==> src/rtl/alu_sequencer.sv <==
// rtl/alu_sequencer.sv - accumulator sequencer: load/add/sub in one cycle, 4-cycle shift-add multiply
module alu_sequencer #(
    parameter int WIDTH = 8
) (
    input  logic             clk_in,
    input  logic             rst_n,
    input  logic             signal_run,
    input  logic [3:0]       sw,
    input  logic [3:0]       pb,
    output logic [WIDTH-1:0] acc,
    output logic             carry,
    output logic             zero,
    output logic             busy,
    output logic             done,
    output logic             overrun
);

    localparam logic [1:0] S_IDLE = 2'd0;
    localparam logic [1:0] S_EXEC = 2'd1;
    localparam logic [1:0] S_MUL  = 2'd2;
    localparam logic [1:0] S_DONE = 2'd3;

    localparam logic [1:0] OP_LOAD = 2'd0;
    localparam logic [1:0] OP_ADD  = 2'd1;
    localparam logic [1:0] OP_SUB  = 2'd2;
    localparam logic [1:0] OP_MUL  = 2'd3;

    logic [1:0]       state_q, state_d;
    logic [1:0]       op_q, op_d;
    logic [WIDTH-1:0] opnd_q, opnd_d;
    logic [WIDTH-1:0] acc_q, acc_d;
    logic             carry_q, carry_d;
    logic             zero_q, zero_d;
    logic             overrun_q, overrun_d;
    logic [1:0]       cnt_q, cnt_d;
    logic [WIDTH+3:0] prod_q, prod_d;
    logic [WIDTH-1:0] mcand_q, mcand_d;
    logic [3:0]       mplier_q, mplier_d;

    logic [WIDTH:0]   sum;
    logic [WIDTH:0]   diff;
    logic [WIDTH+3:0] partial;
    logic [WIDTH+3:0] prod_sum;

    // pb[0] belongs to the upstream reset button and carries no opcode meaning here
    logic unused_pb0;
    assign unused_pb0 = pb[0];

    assign sum      = {1'b0, acc_q} + {1'b0, opnd_q};
    assign diff     = {1'b0, acc_q} - {1'b0, opnd_q};
    assign partial  = mplier_q[cnt_q] ? ({4'b0000, mcand_q} << cnt_q) : '0;
    assign prod_sum = prod_q + partial;

    always_comb begin
        state_d   = state_q;
        op_d      = op_q;
        opnd_d    = opnd_q;
        acc_d     = acc_q;
        carry_d   = carry_q;
        zero_d    = zero_q;
        overrun_d = overrun_q;
        cnt_d     = cnt_q;
        prod_d    = prod_q;
        mcand_d   = mcand_q;
        mplier_d  = mplier_q;

        case (state_q)
            S_IDLE: begin
                if (signal_run) begin
                    opnd_d = WIDTH'(sw);
                    if (pb[3]) begin
                        op_d     = OP_MUL;
                        state_d  = S_MUL;
                        cnt_d    = 2'd0;
                        prod_d   = '0;
                        mcand_d  = acc_q;
                        mplier_d = sw;
                    end else begin
                        op_d    = pb[2] ? OP_SUB : (pb[1] ? OP_ADD : OP_LOAD);
                        state_d = S_EXEC;
                    end
                end
            end
            S_EXEC: begin
                case (op_q)
                    OP_ADD: begin
                        acc_d   = sum[WIDTH-1:0];
                        carry_d = sum[WIDTH];
                    end
                    OP_SUB: begin
                        acc_d   = diff[WIDTH-1:0];
                        carry_d = diff[WIDTH];
                    end
                    default: begin
                        acc_d   = opnd_q;
                        carry_d = 1'b0;
                    end
                endcase
                zero_d  = (acc_d == '0);
                state_d = S_DONE;
            end
            S_MUL: begin
                prod_d = prod_sum;
                cnt_d  = cnt_q + 2'd1;
                if (cnt_q == 2'd3) begin
                    acc_d   = prod_sum[WIDTH-1:0];
                    carry_d = |prod_sum[WIDTH+3:WIDTH];
                    zero_d  = (prod_sum[WIDTH-1:0] == '0);
                    state_d = S_DONE;
                end
            end
            default: state_d = S_IDLE;
        endcase

        if (signal_run && (state_q != S_IDLE)) begin
            overrun_d = 1'b1;
        end
    end

    always_ff @(posedge clk_in or negedge rst_n) begin
        if (!rst_n) begin
            state_q   <= S_IDLE;
            op_q      <= OP_LOAD;
            opnd_q    <= '0;
            acc_q     <= '0;
            carry_q   <= 1'b0;
            zero_q    <= 1'b0;
            overrun_q <= 1'b0;
            cnt_q     <= 2'd0;
            prod_q    <= '0;
            mcand_q   <= '0;
            mplier_q  <= 4'd0;
        end else begin
            state_q   <= state_d;
            op_q      <= op_d;
            opnd_q    <= opnd_d;
            acc_q     <= acc_d;
            carry_q   <= carry_d;
            zero_q    <= zero_d;
            overrun_q <= overrun_d;
            cnt_q     <= cnt_d;
            prod_q    <= prod_d;
            mcand_q   <= mcand_d;
            mplier_q  <= mplier_d;
        end
    end

    assign acc     = acc_q;
    assign carry   = carry_q;
    assign zero    = zero_q;
    assign overrun = overrun_q;
    assign busy    = (state_q == S_EXEC) || (state_q == S_MUL);
    assign done    = (state_q == S_DONE);

endmodule

==> config.mk <==
export PLATFORM = sky130hd
export DESIGN_NAME = alu_sequencer
export DESIGN_NICKNAME = d
export VERILOG_FILES = /design/src/rtl/alu_sequencer.sv
export SDC_FILE = /design/constraint.sdc
export NUM_CORES = 1
export LEC_CHECK = 0
export BUFFER_PORTS_ARGS = -buffer_cell sky130_fd_sc_hd__buf_2
export CAP_MARGIN = 20
export CELL_PAD_IN_SITES_DETAIL_PLACEMENT = 1
export CELL_PAD_IN_SITES_GLOBAL_PLACEMENT = 1
export CORE_ASPECT_RATIO = 0.8
export CORE_MARGIN = 1
export CORE_UTILIZATION = 49
export DETAILED_ROUTE_END_ITERATION = 10
export PLACE_DENSITY = 0.93
export SYNTH_ARGS = -nofsm -noshare
export SYNTH_HDL_FRONTEND = slang
export SYNTH_SLANG_ARGS = --single-unit
export TNS_END_PERCENT = 10
==> constraint.sdc <==
create_clock -name clk_in -period 6.44 [get_ports clk_in]
set_clock_uncertainty 0.05 [all_clocks]
set_input_delay 0.644 -clock clk_in [delete_from_list [all_inputs] [get_ports clk_in]]
set_output_delay 0.644 -clock clk_in [all_outputs]
set_load 0.01 [all_outputs]
==> run summary, run 1 <==
The count of buffers added on input and output ports is 22. The tools report the I/O pin count as 24. The via-per-instance ratio was 6.20. TritonCTS built the clock tree. Summing over every cut layer, the via total after detailed routing is 2,755. In the global route stage, overall resource usage came out at 27.8%. The tools report the final hold violation count as 0. The final HPWL from detailed placement was 6880 um; the count of standard-cell rows was 26. In this run the tightest slew margin relative to its limit is 43.5%. The tool flagged a number of max-cap violations equal to 0. The worst-skew pair later-pin latency was 0.31 ns; the clock buffer count from CTS was 5.

Setup violations remaining at the end of the flow were counted as 0. In this run, synthesis inferred 0 flip-flops with an integrated enable. The logs give 435 for the count of placed standard cells including taps and 4.26 ns for the endpoint arrival time on the critical path.

The time the final worst path needs with I/O delays and setup is 4.12 ns. The number of antenna diodes in the final layout is 0. The number of antenna violations at the first check in global routing was 0; the ratio of final minimum period to clock period was 64.0%. The power per unit of standard cell area works out to 519 nW/um^2. Counting every net in the synthesized netlist gives 382. For this run, the top clock speed supported by timing is 243 MHz.

The data required time of the critical path is 6.58 ns, and the combined buffer and inverter count along the critical path is 0. The number of setup buffers added after CTS is 0. The number of global-route vias before repair was 2,892. Sequential elements use 35.0% of the synthesized area.

In this run the remaining antenna-violating nets after routing total 0. The run gives 265 uV as the maximum ir drop on the vdd rail. For this run, design rule violations remaining after detail routing come to 0. Entering global routing, the biggest net connects 46 pins. For this design, the sink count on the clock tree is 45.

The worst min-delay path category was input pin to async pin. The Yosys step of the flow raised 0 warnings. In this run the mean area of a mapped cell was 9.39 sq um. In the final routed layout, each cell accounts on average for 20.5 um. Number of buffers added to fix hold violations after cts: 0. The capturing element type of the critical path was a flop. The run gives 9110 um as the final wirelength. After routing, the total negative slack on setup checks comes to 0 ns. Grouping stages by cell kind, the critical path spends the most delay in compound AO/OA/AOI/OAI gates. For the number of max-slew violations in the final report, the log shows 0. The clock slew seen by the registers of the worst setup and hold paths works out to 0.09 ns. Setup repair after global routing left no endpoint under its margin. Synthesis-to-finish area growth: 8.59%. Routability-driven placement finished with a final weighted congestion of 0.831. Along the worst path, the maximum fanout reaches 16.

In this run the vertical extent of the chip is 74.5 um. For this run, asynchronously set or reset flops after synthesis account for 100%. After synthesis the netlist holds a flip-flop and latch count of 45. The critical path is of the flop to flop type. The library cells used most frequently in the layout, excluding fill and tap cells, are sky130_fd_sc_hd__dfrtp_1, sky130_fd_sc_hd__nand2_1, sky130_fd_sc_hd__ha_1. After technology mapping, the gate count stands at 343. The synthesized cell area was 3220 sq um. On the critical path, the stage with the largest delay is an instance of sky130_fd_sc_hd__dfrtp_1. In this run, post-CTS repair resized a total of 0 instances. The logs give 0.00157 uW for the cell leakage power and 14,500 um for the first-pass GRT wire length. The run finished with clean final reports.

Most frequently used flop master after synthesis: sky130_fd_sc_hd__dfrtp_1. Worst stage delay on the critical path: 0.74 ns. Leaving out fill and tap cells, the most frequent cell in the layout is sky130_fd_sc_hd__dfrtp_1.

The transition at the pin with the smallest max-transition slack works out to 0.838 ns. The worst setup path is launched from a flop. Measured in cells, the most critical reg-to-reg path has a length of 11.

In the final layout, the share of cells above drive strength 1 is 18.3%. The run gives 106 as the DRC violation total after the first TritonRoute iteration. In this run the number of cells on the critical path is 11. In this run the standard cell core region covers 6380 sq um. The logs give 768 for the number of filler cells placed in the layout and 50.5% for the initial core utilization.

The CTS root buffer is sky130_fd_sc_hd__clkbuf_8. The run gives 2 as the number of H-tree levels. No sink is reached through more buffers than the 2 on the longest clock path. Before antenna repair, the detailed router went through 4 iterations. For this run, the post-layout net count is 398. For the overflow left after global routing, the log shows 0. The critical path goes through mux2_2, o21ai_0, nor2b_1, ha_1, a21oi_1, nor2b_1, a311o_1, a311o_1, a21oi_1, xor2_1, a31oi_1. Measured along the x axis, the die boundary spans 92.6 um.

The number of cells in the finished layout apart from fillers was 444. The number of distinct library cells after synthesis is 58, and the area enclosed by the die boundary is 6900 sq um.
[cells in the mapped netlist, types with 4 or more instances]
| library cell | count | share of area (%) |
|---|---|---|
| sky130_fd_sc_hd__nand2b_1 | 4 | 0.78 |
| sky130_fd_sc_hd__o21a_1 | 5 | 1.2 |
| sky130_fd_sc_hd__nor3_1 | 8 | 1.2 |
| sky130_fd_sc_hd__o21ai_0 | 23 | 3.6 |
| sky130_fd_sc_hd__a31oi_1 | 5 | 0.97 |
| sky130_fd_sc_hd__xor2_1 | 7 | 1.9 |
| sky130_fd_sc_hd__inv_1 | 15 | 1.7 |
| sky130_fd_sc_hd__a21o_1 | 4 | 0.93 |
| sky130_fd_sc_hd__nor2b_1 | 12 | 2.3 |
| sky130_fd_sc_hd__dfrtp_1 | 45 | 35 |
| sky130_fd_sc_hd__a21oi_1 | 20 | 3.1 |
| sky130_fd_sc_hd__mux2_2 | 19 | 6.6 |
| sky130_fd_sc_hd__clkbuf_1 | 11 | 1.3 |
| sky130_fd_sc_hd__mux4_2 | 4 | 2.8 |
| sky130_fd_sc_hd__o21ai_1 | 4 | 0.62 |
| sky130_fd_sc_hd__nand3_1 | 7 | 1.1 |
| sky130_fd_sc_hd__nand2_1 | 41 | 4.8 |
| sky130_fd_sc_hd__nor2_1 | 15 | 1.7 |
| sky130_fd_sc_hd__ha_1 | 25 | 9.7 |
| sky130_fd_sc_hd__xnor2_1 | 7 | 1.9 |
[worst register-to-register path: stages (launching register included)]
cell and delay, ns:
sky130_fd_sc_hd__dfrtp_1 0.74, sky130_fd_sc_hd__mux2_2 0.41, sky130_fd_sc_hd__o21ai_0 0.66, sky130_fd_sc_hd__nor2b_1 0.17, sky130_fd_sc_hd__ha_1 0.41, sky130_fd_sc_hd__a21oi_1 0.21, sky130_fd_sc_hd__nor2b_1 0.07, sky130_fd_sc_hd__a311o_1 0.38
sky130_fd_sc_hd__a311o_1 0.36, sky130_fd_sc_hd__a21oi_1 0.19, sky130_fd_sc_hd__xor2_1 0.23, sky130_fd_sc_hd__a31oi_1 0.11
[layer usage]
metal / share of wire (%) / global-route usage, % / vias up
li1: - / - / 1267
met1: 43 / 34.3 / 1386
met2: 50 / 48.6 / 83
met3: 4.6 / 5.62 / 19
met4: 2.5 / 10.9 / 0
met5: 0 / 0 / -
[metrics by stage]
step | hold WS, ns | total power (uW) | area (sq um) | setup WS, ns | util [%]
floorplan | 0.298 | 1300 | 3220 | 3.19 | -
global placement | 0.387 | 1520 | 3380 | 2.65 | 53.0
detailed placement | 0.394 | 1610 | 3380 | 2.53 | 53.0
CTS | 0.414 | 1810 | 3480 | 2.33 | 54.5
global route | 0.0881 | 1950 | 3500 | 2.04 | 54.8
finish | 0.0887 | 1810 | 3500 | 2.32 | 54.8
[power by group]
| part | internal (uW) | switching [uW] |
|---|---|---|
| Sequential | 389 | 157 |
| Combinational | 445 | 632 |
| Clock | 87.1 | 104 |
[path summary, 6_finish.rpt]
check,from,end,slack (ns)
worst max-delay path,cnt_q[1],carry,2.32
worst min-delay path,rst_n,acc[5],0.09
worst max register to register,cnt_q[1],carry,2.32
worst min register to register,overrun,overrun,0.42
max in group asynchronous,rst_n,prod_q[8],5.80
min in group clk_in,overrun,overrun,0.42
[flip-flops by register name, indices dropped and copies added (netlist names)]
| name | count |
|---|---|
| acc | 8 |
| carry | 1 |
| cnt_q | 2 |
| mcand_q | 8 |
| mplier_q | 4 |
| op_q | 2 |
| opnd_q | 4 |
| overrun | 1 |
| prod_q | 12 |
| state_q | 2 |
| zero | 1 |
[cell type report]
class	count	area, sq um	share of cell area, %
well taps	84	105	3.01
clock buffers	6	82.6	2.36
repair buffers	24	138	3.94
multi-input cells	266	1970	56.3
inverters	17	63.8	1.83
clock inverters	2	13.8	0.394
flip-flops and latches	45	1130	32.2
[cell families after synthesis]
family | synth area share, %
buffers and inverters | 3.93
AOI/OAI and AO/OA | 20.1
xor gates and xnor gates | 3.81
DFF | 35.0
muxes | 10.4
and+or+nand+nor | 15.2
adders and majority gates | 11.6
Note: power is estimated with default switching activity, not from simulation.
==> run 2, diff against run 1 <==
Settings changed: CORE_UTILIZATION 49 to 47, PLACE_DENSITY 0.93 to 0.9.
Clock period 6.44 ns to 4.1 ns, I/O delays scaled along.
==> run 2 against run 1 <==
  * Sequential power rose by 55%
  * Hold slack improved by 0.22 ns
  * Die area rose by 4.1%
  * Critical endpoint unchanged
  * Setup slack got worse by 1.8 ns
  * Wire length fell by 1.5%
  * Register-to-register slack got worse by 1.8 ns
  * Via count fell by 0.80%
  * Flip-flop and latch count did not move
  * Count of clock-buffer cells in the layout rose by 1
  * Critical path depth rose by 1
==> run summary, run 2 (synthesis gave the netlist of run 1 again) <==
Global routing consumed, over all layers together, 27.4% of the routing resources. Summed over all layers, the routed wires come to 8970 um. The run gives 29.1% as the register share of total power. STA classifies the critical path startpoint as a flop.

After detailed routing, the average wire length per cell comes to 20.1 um. The worst register-to-register path has a depth of 12. Measured along the x axis, the die boundary spans 94.5 um.

Clock slew seen by the registers of the worst setup and hold paths: 0.09 ns. At the pin with the least slew margin, the transition time is 0.691 ns. For this design the static power due to leakage is 0.00159 uW.

The run gives 0 as the number of max-slew violations in the final report. For the area of the core, the log shows 6510 sq um. The clock period could shrink to 3.57 ns. Global routing finished with a remaining overflow of 0.

The number of buffers added to fix hold violations after cts is 0. The final sum of negative setup slack came out at 0 ns. The relative slew slack was 53.8%. The slowest stage of the critical path is the sky130_fd_sc_hd__dfrtp_1 cell. The tools report the relative contribution of combinational cells to total power as 58.7%. The worst register-to-register path has a setup slack of 0.53 ns. The tools report the number of filler cells placed in the layout as 778. The routed layout has 2,733 vias. TritonCTS built the clock tree.

Setup repair after global routing left no endpoint under its margin. Relative to the synthesized area, the layout overhead comes to 9.99%. The tools report the remaining number of nets flagged by the antenna check after routing as 0. The setup fix buffers added after clock tree synthesis was 0; the die height was 76.0 um. The number of clock buffers added by TritonCTS is 5. For this run, the slowest stage of the critical path takes 0.75 ns. The maximum fanout count along the critical path works out to 16.

In this design, the largest share of critical-path delay is due to compound AO/OA/AOI/OAI gates. Post-place setup slack: 0.595 ns. The port buffer count is 22, and the data required time of the critical path is 4.24 ns. Startpoint of the worst setup timing path: cnt_q[1].

Clock latency on the worst-skew pair, taken at its later pin, is 0.31 ns. The pin count of the biggest net entering global routing was 46; the maximum ir drop on the vdd rail was 432 uV. The ratio of final minimum period to clock period is 87.1%. The worst setup path is captured at a flop.

The final hold violation count is 0. Routability-driven placement finished with a final weighted congestion of 0.860. Total power for the finished layout comes to 2920 uW. The logs give 3.71 ns for the endpoint arrival time on the critical path and 0 for the post-cts repair resize count. For this run, the post-layout net count is 401. Power per unit of standard cell area: 826 nW/um^2.

Max-cap violations in this run came to 0. The worst hold path stage count works out to 2. The run gives 280 MHz as the maximum achievable frequency. Walking the worst path, the cells encountered are mux2_2, o21ai_0, buf_4, nor2b_1, ha_1, a21oi_1, nor2b_1, a311o_1, a311o_1, a21oi_1, xor2_1, a31oi_1. The DRC violation total after the first TritonRoute iteration was 126.

Startpoint of the worst hold path: sw[3]. In this run switching power makes up 47.9% of total power. The final number of setup-violating endpoints is 0, and the worst hold slack across all endpoints is 0.312 ns.

For this configuration, the core starts out at a cell density of 49.5%. The startpoint of the worst register-to-register path is cnt_q[1]. For the final critical-path setup slack, the log shows 0.529 ns.

In this run the worst hold path is classified as input pin to flop. The worst reg2reg path endpoint is carry. For hold timing, the worst endpoint is mplier_q[3]. The antenna diode instance count came out at 0.

In this run the number of H-tree levels came out at 2. The run finished with clean final reports. The count of standard-cell rows came out at 26. Summed over all nets, the switching power comes to 1400 uW.

The worst setup path is of the flop to flop kind. For the area enclosed by the die boundary, the log shows 7190 sq um. The commonest non-fill, non-tap cell in the layout is sky130_fd_sc_hd__dfrtp_1.

After detailed routing, the number of vias per cell comes to 6.11. The internal power component was 1520 uW; the final HPWL from detailed placement was 6740 um. The tree is rooted in a sky130_fd_sc_hd__clkbuf_8. The share of total power dissipated in the clock network is 12.3%.

In the final layout, the share of cells above drive strength 1 is 18.5%. The first TritonRoute pass finished after 4 iterations. The first global-routing pass estimated 15,200 um of wire. The combined buffer and inverter count along the critical path is 1, and the flip-flop count of the largest register, all copies and words added is 12. The number of buffers between clock root and the deepest sink was 2; the number of antenna violations at the first check in global routing was 0. The register containing the most flip-flops in the final layout is prod_q. The tree built by TritonCTS fans out to 45 sinks. 24 I/O pins were placed. After detailed routing, the number of remaining DRC violations is 0. The run gives 2,947 as the number of global-route vias before repair. Leaving out fill and tap cells, the most frequent cells in the layout are sky130_fd_sc_hd__dfrtp_1, sky130_fd_sc_hd__nand2_1, sky130_fd_sc_hd__ha_1.
-- run 2: cell type report --
class	instances	area, sq um	area share (%)
flip-flops and latches	45	1130	31.8
well taps	84	105	2.97
repair buffers	27	163	4.59
inverters	17	63.8	1.80
clock inverters	1	30.0	0.848
clock buffers	7	86.3	2.44
multi-input cells	266	1970	55.5
-- run 2: worst max-delay path by stage --
stage                 end  depth (start not counted)
finish              carry                         12
global route        carry                         12
CTS                 carry                         12
detailed placement  carry                         12
global placement    carry                         10
floorplan           carry                         12
-- run 2: metrics by stage --
step           std cells  utilization (%)  instance area, sq um
6_report             447             54.4                  3540
5_1_grt              447             54.4                  3540
4_1_cts              445             54.0                  3510
3_5_place_dp         437             52.2                  3390
3_3_place_gp         437             52.2                  3390
2_1_floorplan        343                -                  3220
-- run 2: power by group through the flow --
stage	combinational, uW	clock, uW	sequential [uW]
after CTS	1710	365	846
after global placement	1580	0	835
final	1720	358	850
after global routing	1910	386	880
after detailed placement	1690	0	855
after floorplan	1280	0	758
-- run 2: layer usage --
| layer | track usage, % | wire [um] | up-vias |
|---|---|---|---|
| met2 | 45.4 | 4330 | 79 |
| li1 | - | - | 1274 |
| met4 | 5.76 | 117 | 0 |
| met3 | 4.29 | 428 | 12 |
| met1 | 37.8 | 4100 | 1368 |
| met5 | 0 | 0 | - |
==> run 3, diff against run 2 <==
Settings changed: CORE_MARGIN 1 to 2.
==> run 3 against run 2 <==
  * Count of clock-buffer cells in the layout is the same
  * Combinational power hardly changed
  * Hold slack worse by 0.021 ns
  * Final area decreased by 0.92%
  * Largest cell class unchanged
==> run summary, run 3 (synthesis gave the netlist of run 1 again) <==
The number of cells in the finished layout apart from fillers is 447. The worst reg2reg path endpoint was carry. Along the worst hold path, the cell count comes to 2.

The flow ran to the end, and the final reports show no timing, DRC or antenna violations. The tools report the count of maximum capacitance violations as 0. For hold timing, the worst endpoint is overrun. Setup repair after global routing left no endpoint under its margin. In the layout the commonest cells are sky130_fd_sc_hd__dfrtp_1, sky130_fd_sc_hd__nand2_1, sky130_fd_sc_hd__ha_1.

TritonCTS built the clock tree. The slowest stage of the critical path is the sky130_fd_sc_hd__dfrtp_1 cell. For this run, the total global-route usage over all layers was measured as 25.0%. Setup violations remaining at the end of the flow were counted as 0.

The floorplan step set the die height to 78.0 um. Number of max-slew violations in the final report: 0. The maximum fanout count along the critical path works out to 21. The first global-routing pass estimated 14,300 um of wire. Pin placement for this block handled 24 I/O pins. Routability-driven placement finished with a final weighted congestion of 0.881.

The worst hold slack across all endpoints is 0.291 ns. The run gives 0 as the antenna diode instance count. The via-per-instance ratio works out to 6.01. For the worst flop-to-flop path, the logic depth is 10.

The ratio of final minimum period to clock period works out to 86.2%. Number of vias in the routed layout: 2,686. Before antenna repair, the detailed router went through 4 iterations. Clock latency on the worst-skew pair, taken at its later pin, is 0.31 ns. The run gives 0 ns as the final sum of negative setup slack. In this run the critical register-to-register path is launched from cnt_q[0].

The setup fix buffers added after clock tree synthesis is 0, and the mean routed wirelength per cell is 19.5 um. The logs give 2,808 for the number of global-route vias before repair and 6720 um for the final HPWL from detailed placement. Counting the buffers created by CTS gives 5. The longest clock path from root to sink contains 2 buffers. IR analysis of the VDD net gives a maximum drop of 483 uV. The logs give 0 for the final hold violation count and 0 for the overflow left after global routing. The floorplan step defined a core boundary enclosing 6510 sq um. For the area enclosed by the die boundary, the log shows 7530 sq um. The capturing element type of the critical path is a flop. For this run, the top clock speed supported by timing is 283 MHz. Worst min-delay path category: input pin to flop. The count of standard-cell rows was 26; the number of nets in the layout was 401. CTS root buffer: sky130_fd_sc_hd__clkbuf_8. The worst setup path is of the flop to flop kind. The routed design has 8700 um of wire. Measured along the x axis, the die boundary spans 96.5 um.

At the pin with the least slew margin, the transition time is 0.731 ns. The fraction of final layout cells sized beyond drive strength 1 was 18.2%; the clock slew seen by the registers of the worst setup and hold paths was 0.09 ns. Entering global routing, the biggest net connects 46 pins.

The count of placed standard cells including taps is 437, and the port buffer count is 22. The time the final worst path needs with I/O delays and setup is 3.53 ns. In the routed design, unresolved DRC markers number 0. The cell leakage power came out at 0.00157 uW. Ranked by flip-flop count, first place goes to prod_q. The DRC violation total after the first TritonRoute iteration was 111; the number of H-tree levels was 2.

The startpoint identified for the worst hold timing path is signal_run. At the worst endpoint, the arrival time is 3.67 ns. STA classifies the critical path startpoint as a flop. Across all register-to-register paths, the minimum setup slack is 0.57 ns.

Relative to the synthesized area, the layout overhead comes to 8.98%. The flip-flop count of the largest register, all copies and words added is 12. For the data required time of the critical path, the log shows 4.24 ns. The worst stage delay on the critical path was 0.78 ns; the remaining number of nets flagged by the antenna check after routing was 0. The critical path goes through mux4_2, nor2b_1, ha_1, a21oi_1, nor2b_1, a311o_1, a311o_1, a21oi_1, xor2_1, a31oi_1.

The worst pin sits at a relative slew slack of 51.1%. Commonest non-fill, non-tap cell in the layout: sky130_fd_sc_hd__dfrtp_1. Dividing total power by cell area gives a power density of 808 nW/um^2. Counting every sink on the clock net gives 45.

The number of antenna violations at the first check in global routing is 0, and the initial core utilization is 49.5%.
## run 3: routing by layer
layer  track usage [%]  vias to the layer above  wire length, um
met1              35.1                     1360             4170
li1                  -                     1277                -
met3              4.89                        9              272
met2              40.1                       40             4130
met5                 0                        -                0
met4              5.49                        0              119
## run 3: power breakdown
group / leakage [uW] / switching (uW) / total [uW] / internal [uW]
Clock: 0.0000385 / 159 / 280 / 121
Sequential: 0.000571 / 239 / 851 / 612
Combinational: 0.000961 / 991 / 1700 / 712
## run 3: worst max path at each step
stage             start  endpoint  slack [ns]  cells after the start
2_1_floorplan  cnt_q[1]     carry        0.85                     12
5_1_grt        cnt_q[0]     carry        0.34                     10
4_1_cts        cnt_q[0]     carry        0.57                     10
3_5_place_dp   cnt_q[0]     carry        0.59                     10
6_report       cnt_q[0]     carry        0.57                     10
3_3_place_gp   cnt_q[0]     carry        0.73                     10
## run 3: critical path: cells and delay by family (launching register included)
| kind | cells | cell delay [ns] |
|---|---|---|
| and+or+nand+nor | 2 | 0.21 |
| DFF | 1 | 0.78 |
| adders and majority gates | 1 | 0.34 |
| muxes | 1 | 0.60 |
| xor gates and xnor gates | 1 | 0.21 |
| AOI/OAI and AO/OA | 5 | 1.21 |
## run 3: what timing repair did
| item | 4_1_cts | 5_1_grt |
|---|---|---|
| hold buffers | 0 | 1 |
| resized for setup | 0 | 0 |
| endpoints found under the hold margin | 0 | 16 |
## run 3: cell type report
type | count | area [sq um]
tap | 84 | 105
inverter | 17 | 63.8
multi-input combinational | 266 | 1970
fill | 766 | 3000
clock inverter | 1 | 7.51
timing repair buffer | 27 | 163
sequential | 45 | 1130
clock buffer | 7 | 76.3
## run 3: through the flow
step / worst slack [ns] / power [uW] / area [sq um] / utilization, %
3_5_place_dp: 0.592 / 2540 / 3390 / 52.2
3_3_place_gp: 0.734 / 2410 / 3390 / 52.2
2_1_floorplan: 0.851 / 2040 / 3220 / -
4_1_cts: 0.570 / 2830 / 3480 / 53.5
6_report: 0.565 / 2830 / 3510 / 53.9
5_1_grt: 0.345 / 3070 / 3510 / 53.9
